File: src/rtl/cordic_phase_gen.sv
// Programmable phase accumulator feeding the cordic sin/cos core: fixed-frequency
// run, single or looping linear frequency sweep, with a sample-rate divider.
module cordic_phase_gen #(
  parameter int PHASE_W = 16,
  parameter int DIV_W   = 8
) (
  input  logic               clk,
  input  logic               rst_n,
  input  logic               cfg_valid,
  output logic               cfg_ready,
  input  logic [1:0]         cfg_mode,
  input  logic [PHASE_W-1:0] cfg_fstart,
  input  logic [PHASE_W-1:0] cfg_fstop,
  input  logic [PHASE_W-1:0] cfg_fstep,
  input  logic [DIV_W-1:0]   cfg_div,
  input  logic               start,
  input  logic               stop,
  output logic [PHASE_W-1:0] deg,
  output logic               deg_valid,
  output logic               busy,
  output logic               sweep_done,
  output logic [1:0]         state_dbg
);

  // Config handshake: a word transfers on any edge where cfg_valid && cfg_ready;
  // cfg_ready is high only in IDLE, so config never changes during generation.
  typedef enum logic [1:0] {IDLE = 2'd0, RUN = 2'd1, SWEEP = 2'd2} state_t;

  state_t             state_q, state_d;
  logic [1:0]         mode_q;
  logic [PHASE_W-1:0] fstart_q, fstop_q, fstep_q, freq_q;
  logic [DIV_W-1:0]   div_q, cnt_q;

  logic               cfg_accept, tick, pass_end;
  logic [1:0]         eff_mode;
  logic [PHASE_W-1:0] eff_fstart, freq_next;
  logic [PHASE_W:0]   freq_sum;

  assign cfg_ready = (state_q == IDLE);
  assign busy      = (state_q != IDLE);
  assign state_dbg = state_q;

  always_comb begin
    cfg_accept = cfg_valid && (state_q == IDLE);
    // A config word arriving together with start takes effect immediately.
    eff_mode   = cfg_accept ? cfg_mode   : mode_q;
    eff_fstart = cfg_accept ? cfg_fstart : fstart_q;
    tick       = (cnt_q == div_q);
    pass_end   = (freq_q >= fstop_q);
    // One extra bit so an overflowing step clamps to fstop instead of wrapping.
    freq_sum   = {1'b0, freq_q} + {1'b0, fstep_q};
    freq_next  = (freq_sum > {1'b0, fstop_q}) ? fstop_q : freq_sum[PHASE_W-1:0];

    state_d = state_q;
    case (state_q)
      IDLE: begin
        if (start) begin
          case (eff_mode)
            2'b01:        state_d = RUN;
            2'b10, 2'b11: state_d = SWEEP;
            default:      state_d = IDLE;
          endcase
        end
      end
      RUN:     if (stop) state_d = IDLE;
      SWEEP: begin
        if (stop) state_d = IDLE;
        else if (tick && pass_end && !mode_q[0]) state_d = IDLE;
      end
      default: state_d = IDLE;
    endcase
  end

  always_ff @(posedge clk) begin
    if (!rst_n) begin
      state_q    <= IDLE;
      mode_q     <= '0;
      fstart_q   <= '0;
      fstop_q    <= '0;
      fstep_q    <= PHASE_W'(1);
      div_q      <= '0;
      freq_q     <= '0;
      cnt_q      <= '0;
      deg        <= '0;
      deg_valid  <= 1'b0;
      sweep_done <= 1'b0;
    end else begin
      state_q    <= state_d;
      deg_valid  <= 1'b0;
      sweep_done <= 1'b0;
      if (cfg_accept) begin
        mode_q   <= cfg_mode;
        fstart_q <= cfg_fstart;
        fstop_q  <= cfg_fstop;
        fstep_q  <= (cfg_fstep == '0) ? PHASE_W'(1) : cfg_fstep;
        div_q    <= cfg_div;
      end
      case (state_q)
        IDLE: begin
          if (start && (eff_mode != 2'b00)) begin
            deg    <= '0;
            freq_q <= eff_fstart;
            cnt_q  <= '0;
          end
        end
        RUN, SWEEP: begin
          // stop wins over a coinciding tick: no strobe, phase held.
          if (!stop) begin
            if (tick) begin
              cnt_q     <= '0;
              deg       <= deg + freq_q;
              deg_valid <= 1'b1;
              if (state_q == SWEEP) begin
                if (pass_end) begin
                  sweep_done <= 1'b1;
                  if (mode_q[0]) freq_q <= fstart_q;
                end else begin
                  freq_q <= freq_next;
                end
              end
            end else begin
              cnt_q <= cnt_q + DIV_W'(1);
            end
          end
        end
        default: ;
      endcase
    end
  end

endmodule
File: config.mk
export PLATFORM = sky130hd
export DESIGN_NAME = cordic_phase_gen
export DESIGN_NICKNAME = d
export VERILOG_FILES = /design/src/rtl/cordic_phase_gen.sv
export SDC_FILE = /design/constraint.sdc
export NUM_CORES = 1
export LEC_CHECK = 0
export ABC_AREA = 0
export ABC_CLOCK_PERIOD_IN_PS = 5900
export CELL_PAD_IN_SITES_DETAIL_PLACEMENT = 0
export CELL_PAD_IN_SITES_GLOBAL_PLACEMENT = 2
export CORE_ASPECT_RATIO = 0.6
export CORE_MARGIN = 1.5
export CORE_UTILIZATION = 34
export CTS_BUF_LIST = sky130_fd_sc_hd__clkbuf_4 sky130_fd_sc_hd__clkbuf_8
export DETAILED_ROUTE_END_ITERATION = 10
export GPL_TIMING_DRIVEN = 0
export PLACE_DENSITY_LB_ADDON = 0.25
export SYNTH_ARGS = -nofsm -noshare
export SYNTH_HDL_FRONTEND = slang
export SYNTH_SLANG_ARGS = --single-unit
File: constraint.sdc
create_clock -name clk -period 5.9 [get_ports clk]
set_input_delay 0.59 -clock clk [delete_from_list [all_inputs] [get_ports clk]]
set_output_delay 0.59 -clock clk [all_outputs]
set_load 0.005 [all_outputs]
After elaboration in Yosys (flattened, before gate mapping):

Index checks and enable logic that the tools add are counted.

* bits in registers: 102
* bits of input ports: 63
* output and inout bits: 22
* word-level logic and storage cells: 79

* add/subtract/negate cells: 3
* $lt $le $gt $ge: 2
* eq/ne operators: 14
* multiplexer cells: 27
* bitwise operators: 4
* reductions and logical operators: 18

Operators with widths (count)
* 16-bit 2-to-1 mux: 12
* 16-bit one-hot mux with 2 select lines: 2
* 8-bit 2-to-1 mux: 3
* 16-bit by 16-bit adder with 17-bit output: 1
* 17-bit by 16-bit > comparator with 1-bit output: 1
* 16-bit adder: 1
* 16-bit greater-or-equal comparator: 1
* 16-bit logical NOT: 1
* 8-bit one-hot mux with 2 select lines: 1
* 2-bit 2-to-1 mux: 5
* 8-bit by 1-bit adder with 8-bit output, second input constant: 1
* 8-bit == test: 1
* 2-bit != test, second input constant: 4
* 2-bit == test, second input constant: 3
* 3-bit != test, second input constant: 2
* 2-bit one-hot mux with 3 select lines: 1
* 3-bit AND reduction: 2
* 6-bit AND reduction: 1
* 2-bit nonzero test: 3
* 5-bit OR reduction: 1
* 2-bit by 1-bit == test with 1-bit output, second input constant: 2
* 1-bit logical AND: 4
* 2-bit by 1-bit != test with 1-bit output, second input constant: 2
* 1-bit NOT: 4
* 7 further kinds: 9

Logic depth before layout (Yosys ltp):

* word-level depth: 8
* depth in mapped cells: 19
* mapped depth without buffers: 18

Least setup slack after synthesis:

Ideal clock, no wire load.

* path type: register to register
* start point: register freq_q[1]
* end point: register freq_q[12]
* setup time: 0.117 ns
* data arrival time: 4.061 ns
* data required time: 5.783 ns
* slack: 1.723 ns
* stages on the path, launching flop included: 19
* buffers on the path: 1
* clock period less this slack: 4.177 ns
* path through: dfxtp_1 ha_1 a211oi_1 o21ai_1 a2111oi_2 o21ai_0 a31o_2 a21oi_1 xnor2_1 ha_1 a211oi_2 o211ai_1 a2111oi_0 a21oi_1 a21oi_4 buf_12 mux2i_1 a21oi_1 a22o_1

* word-level cells in the longest chain between the ends: 8
* elaborated cells on any way between the ends: 11
* those cells by class: add/sub (1); order compare (2); eq/ne (1); mux (6); reduce/logical (1)

RTL lines
* start: declaration: RTL line 31 `logic [PHASE_W-1:0] fstart_q, fstop_q, fstep_q, freq_q;`
* start signal: assignment: RTL line 102 `freq_q <= eff_fstart;`
* start signal: assignment: RTL line 116 `if (mode_q[0]) freq_q <= fstart_q;`
* start signal: assignment: RTL line 118 `freq_q <= freq_next;`
* 16-bit by 16-bit adder with 17-bit output: RTL line 51 `freq_sum = {1'b0, freq_q} + {1'b0, fstep_q};`
* 17-bit by 16-bit > comparator with 1-bit output: RTL line 52 `freq_next = (freq_sum > {1'b0, fstop_q}) ? fstop_q : freq_sum[PHASE_W-1:0];`
* 16-bit 2-to-1 mux: RTL line 52
* 16-bit 2-to-1 mux: RTL line 114 `if (pass_end) begin`
* 16-bit 2-to-1 mux: RTL line 113 `if (state_q == SWEEP) begin`
* 16-bit 2-to-1 mux: RTL line 109 `if (tick) begin`
* 16-bit 2-to-1 mux: RTL line 108 `if (!stop) begin`
* 16-bit one-hot mux with 2 select lines: RTL line 98 `case (state_q)`

Parallel ways exist; a longest one is shown, timed or not. The select of a mux whose other input is x is not followed.
A chain may end at the register's enable or synchronous reset.

Worst setup path after layout:

* start point: register freq_q[1]
* end point: register freq_q[11]

The elaborated chain is that of the path after synthesis.

==> run metrics <==
Yosys warning total=0; number of synthesized register bits=around 100; fin. max-slew vios=0; I/O Buffers=84; cell taking the most area after synthesis=dfxtp_1; Fmax=0.191 GHz; reg2reg start=freq_q[1]$_SDFFE_PN0P_; Async S/R FF share, synth=0%; max-cap viol count=0; maximum number of pins on one net before global-route repair=20; Worst Skew=0.0182 ns; postcts setup bufs=0; Crit. End Element=flop; DRT antenna net count=0; Initial DRC Count=481; Setup crit start kind=flop; CTS root buf=clkbuf_8; area post-placement=7580 um2; P&R area growth vs syn=20.8%; CTS resizes=0; hold-fix buffers at CTS=0; WP data required=6.19 ns; Routability Congestion=between 0.8 and 0.9; most frequent cell after synthesis=nand2_1; Peak supply drop=0.000139 V; Avg Vias per Cell=between 5 and 6; HPWL Detailed=17200 um; GRT Residual Overflow=0; Placeable Area=18300 um2; Leak=approximately 0.0032 uW; Final nets=999; Synthesized Nets=904; Fin Setup TNS=0 ns; critical path launch point=freq_q[1]$_SDFFE_PN0P_; final hold violations=0; top-area cell type share of the netlist area=31.7%; drt total wl=21100 um; clk sinks=between 100 and 150; I/O pins=85; vias in the first global route=5836; Netlist Area Pre-Place=6440 um2; Final Setup Violations=0; share of cells above drive strength 1=4.13%; Total Power=just under 2000 uW; hold path startpoint=fstart_q[0]$_SDFF_PN0_; DRT Pass-1 Iters=5; Starting Density=between 30% and 40%; Power Dens Cells=around 250 nW/um2; antenna cells=0; clock buffer depth=2; Slew @ Worst Pin=0.778 ns; worst-path fanout max=10; worst min path class=flop to flop; cts bufs inserted=9; synth top area cells=dfxtp_1 (32%), ha_1 (13%), nand2_1 (7.9%), a21oi_1 (5.2%), a21boi_0 (5.0%); DRC errors left=0; Worst Path Arrival=5.52 ns; DR WL/cell=roughly 19 um; die height=110 um; Synth Flop Type=dfxtp_1; H-tree depth=3; crit path time final=roughly 5.2 ns; Final Cell Area=7770 um2; status=finished, final reports clean; GRT Util Overall=21.8%; post-synth cell types=60; Die X-Extent=around 180 um; Setup Crit Path Kind=flop to flop; later-pin clock latency in the skew report=0.38 ns; antenna violations before repair=0; number of fill cells=1830; clock-pin slew on the worst setup and hold paths=0.11 ns; Mapped Cells=771; share of the yosys chip area belonging to registers=31.7%; Die ar.=19800 um2; number of synthesized flops with an enable pin=0; Vias=5957; synth cell count leaders=nand2_1 (136), dfxtp_1 (102), ha_1 (68); synthesized area per cell=8.35 um2; CTS tree=built; RSZ-0062 raised after global routing=false; fin crit share=between 80% and 90%; Rows=38; Slew headroom=47.9%; first-pass GRT wire length=32600 um
## metrics by stage
stage | worst slack [ns] | utilization [%] | cells | hold slack [ns]
finish | 0.662 | 42.5 | 1111 | 0.476
global route | 0.383 | 42.5 | 1111 | 0.492
CTS | 0.745 | 42.5 | 1111 | 0.477
detailed placement | 0.825 | 41.4 | 1095 | 0.459
global placement | 0.825 | 41.4 | 1095 | 0.450
floorplan | 1.72 | - | 771 | 0.438
## routing by layer
layer / share of wire, % / track usage [%]
met1: 55 / 33.7
met2: 38 / 31.1
met3: 5.9 / 4.60
met4: 0.44 / 2.70
met5: 0 / 0
## state kept, by name (all words and copies together), names as in the netlist
| name | cells |
|---|---|
| cnt_q | 8 |
| deg | 16 |
| deg_valid | 1 |
| div_q | 8 |
| freq_q | 16 |
| fstart_q | 16 |
| fstep_q | 16 |
| fstop_q | 16 |
| mode_q | 2 |
| state_dbg | 2 |
| sweep_done | 1 |
## final cells by class
cell class	instances	area, um2	share of cell area (%)
multi-input cells	604	4130	53.1
plain buffers	31	136	1.75
inverters	34	128	1.64
clock buffers	10	131	1.69
clock inverters	6	63.8	0.821
well taps	240	300	3.86
repair buffers	84	841	10.8
flip-flops and latches	102	2040	26.3
## layout by cell type (no fill, tap or decap), drive strengths merged, types with 14 or more instances in the layout
cell | Yosys | layout
nand2 | 136 | 136
clkbuf | 23 | 33
a22o | 14 | 14
inv | 33 | 36
a21oi | 68 | 68
xnor2 | 19 | 19
xor2 | 19 | 19
clkdlybuf4s50 | 0 | 84
a21boi | 43 | 43
ha | 68 | 68
o21ai | 21 | 21
dfxtp | 102 | 102
o22ai | 15 | 15
a21o | 18 | 18
mux2i | 17 | 17
nor2 | 30 | 30
## report_power, final
group | total, uW | internal (uW) | switching [uW] | leakage (uW)
Combinational | 734 | 313 | 421 | 0.00227
Sequential | 784 | 732 | 51.3 | 0.000834
Clock | 459 | 171 | 288 | 0.0000971
## worst max-delay path, stage by stage, from the launching register on
cell and delay (ns):
dfxtp_1 0.51, ha_1 0.31, a211oi_1 0.31, o21ai_1 0.26, a2111oi_2 0.50, o21ai_0 0.26, a31o_2 0.30, a21oi_1 0.17
xnor2_1 0.19, ha_1 0.32, a211oi_2 0.20, o211ai_1 0.17, a2111oi_0 0.34, a21oi_1 0.18, a21oi_4 0.39, buf_12 0.21
mux2i_1 0.24, a21oi_1 0.09, a22o_1 0.22
## logic make-up (layout without fill, tap and decap cells)
group | Yosys count | count (layout) | synth area share (%)
xor+xnor | 38 | 38 | 5.17
mux | 18 | 18 | 2.82
buf+inv | 65 | 165 | 4.10
compound gates | 234 | 234 | 24.9
fa+ha+maj | 70 | 70 | 13.8
flops | 102 | 102 | 31.7
simple gates | 244 | 244 | 17.4
## path summary, 6_finish.rpt
| kind | end | slack [ns] | cells after the start |
|---|---|---|---|
| worst max-delay path | freq_q[11]$_SDFFE_PN0P_ | 0.66 | 18 |
| worst min-delay path | fstart_q[0]$_SDFF_PN0_ | 0.48 | 2 |
| worst max register to register | freq_q[11]$_SDFFE_PN0P_ | 0.66 | 18 |
| worst min register to register | fstart_q[0]$_SDFF_PN0_ | 0.48 | 2 |
No activity file was read; power rests on OpenSTA's default activity.
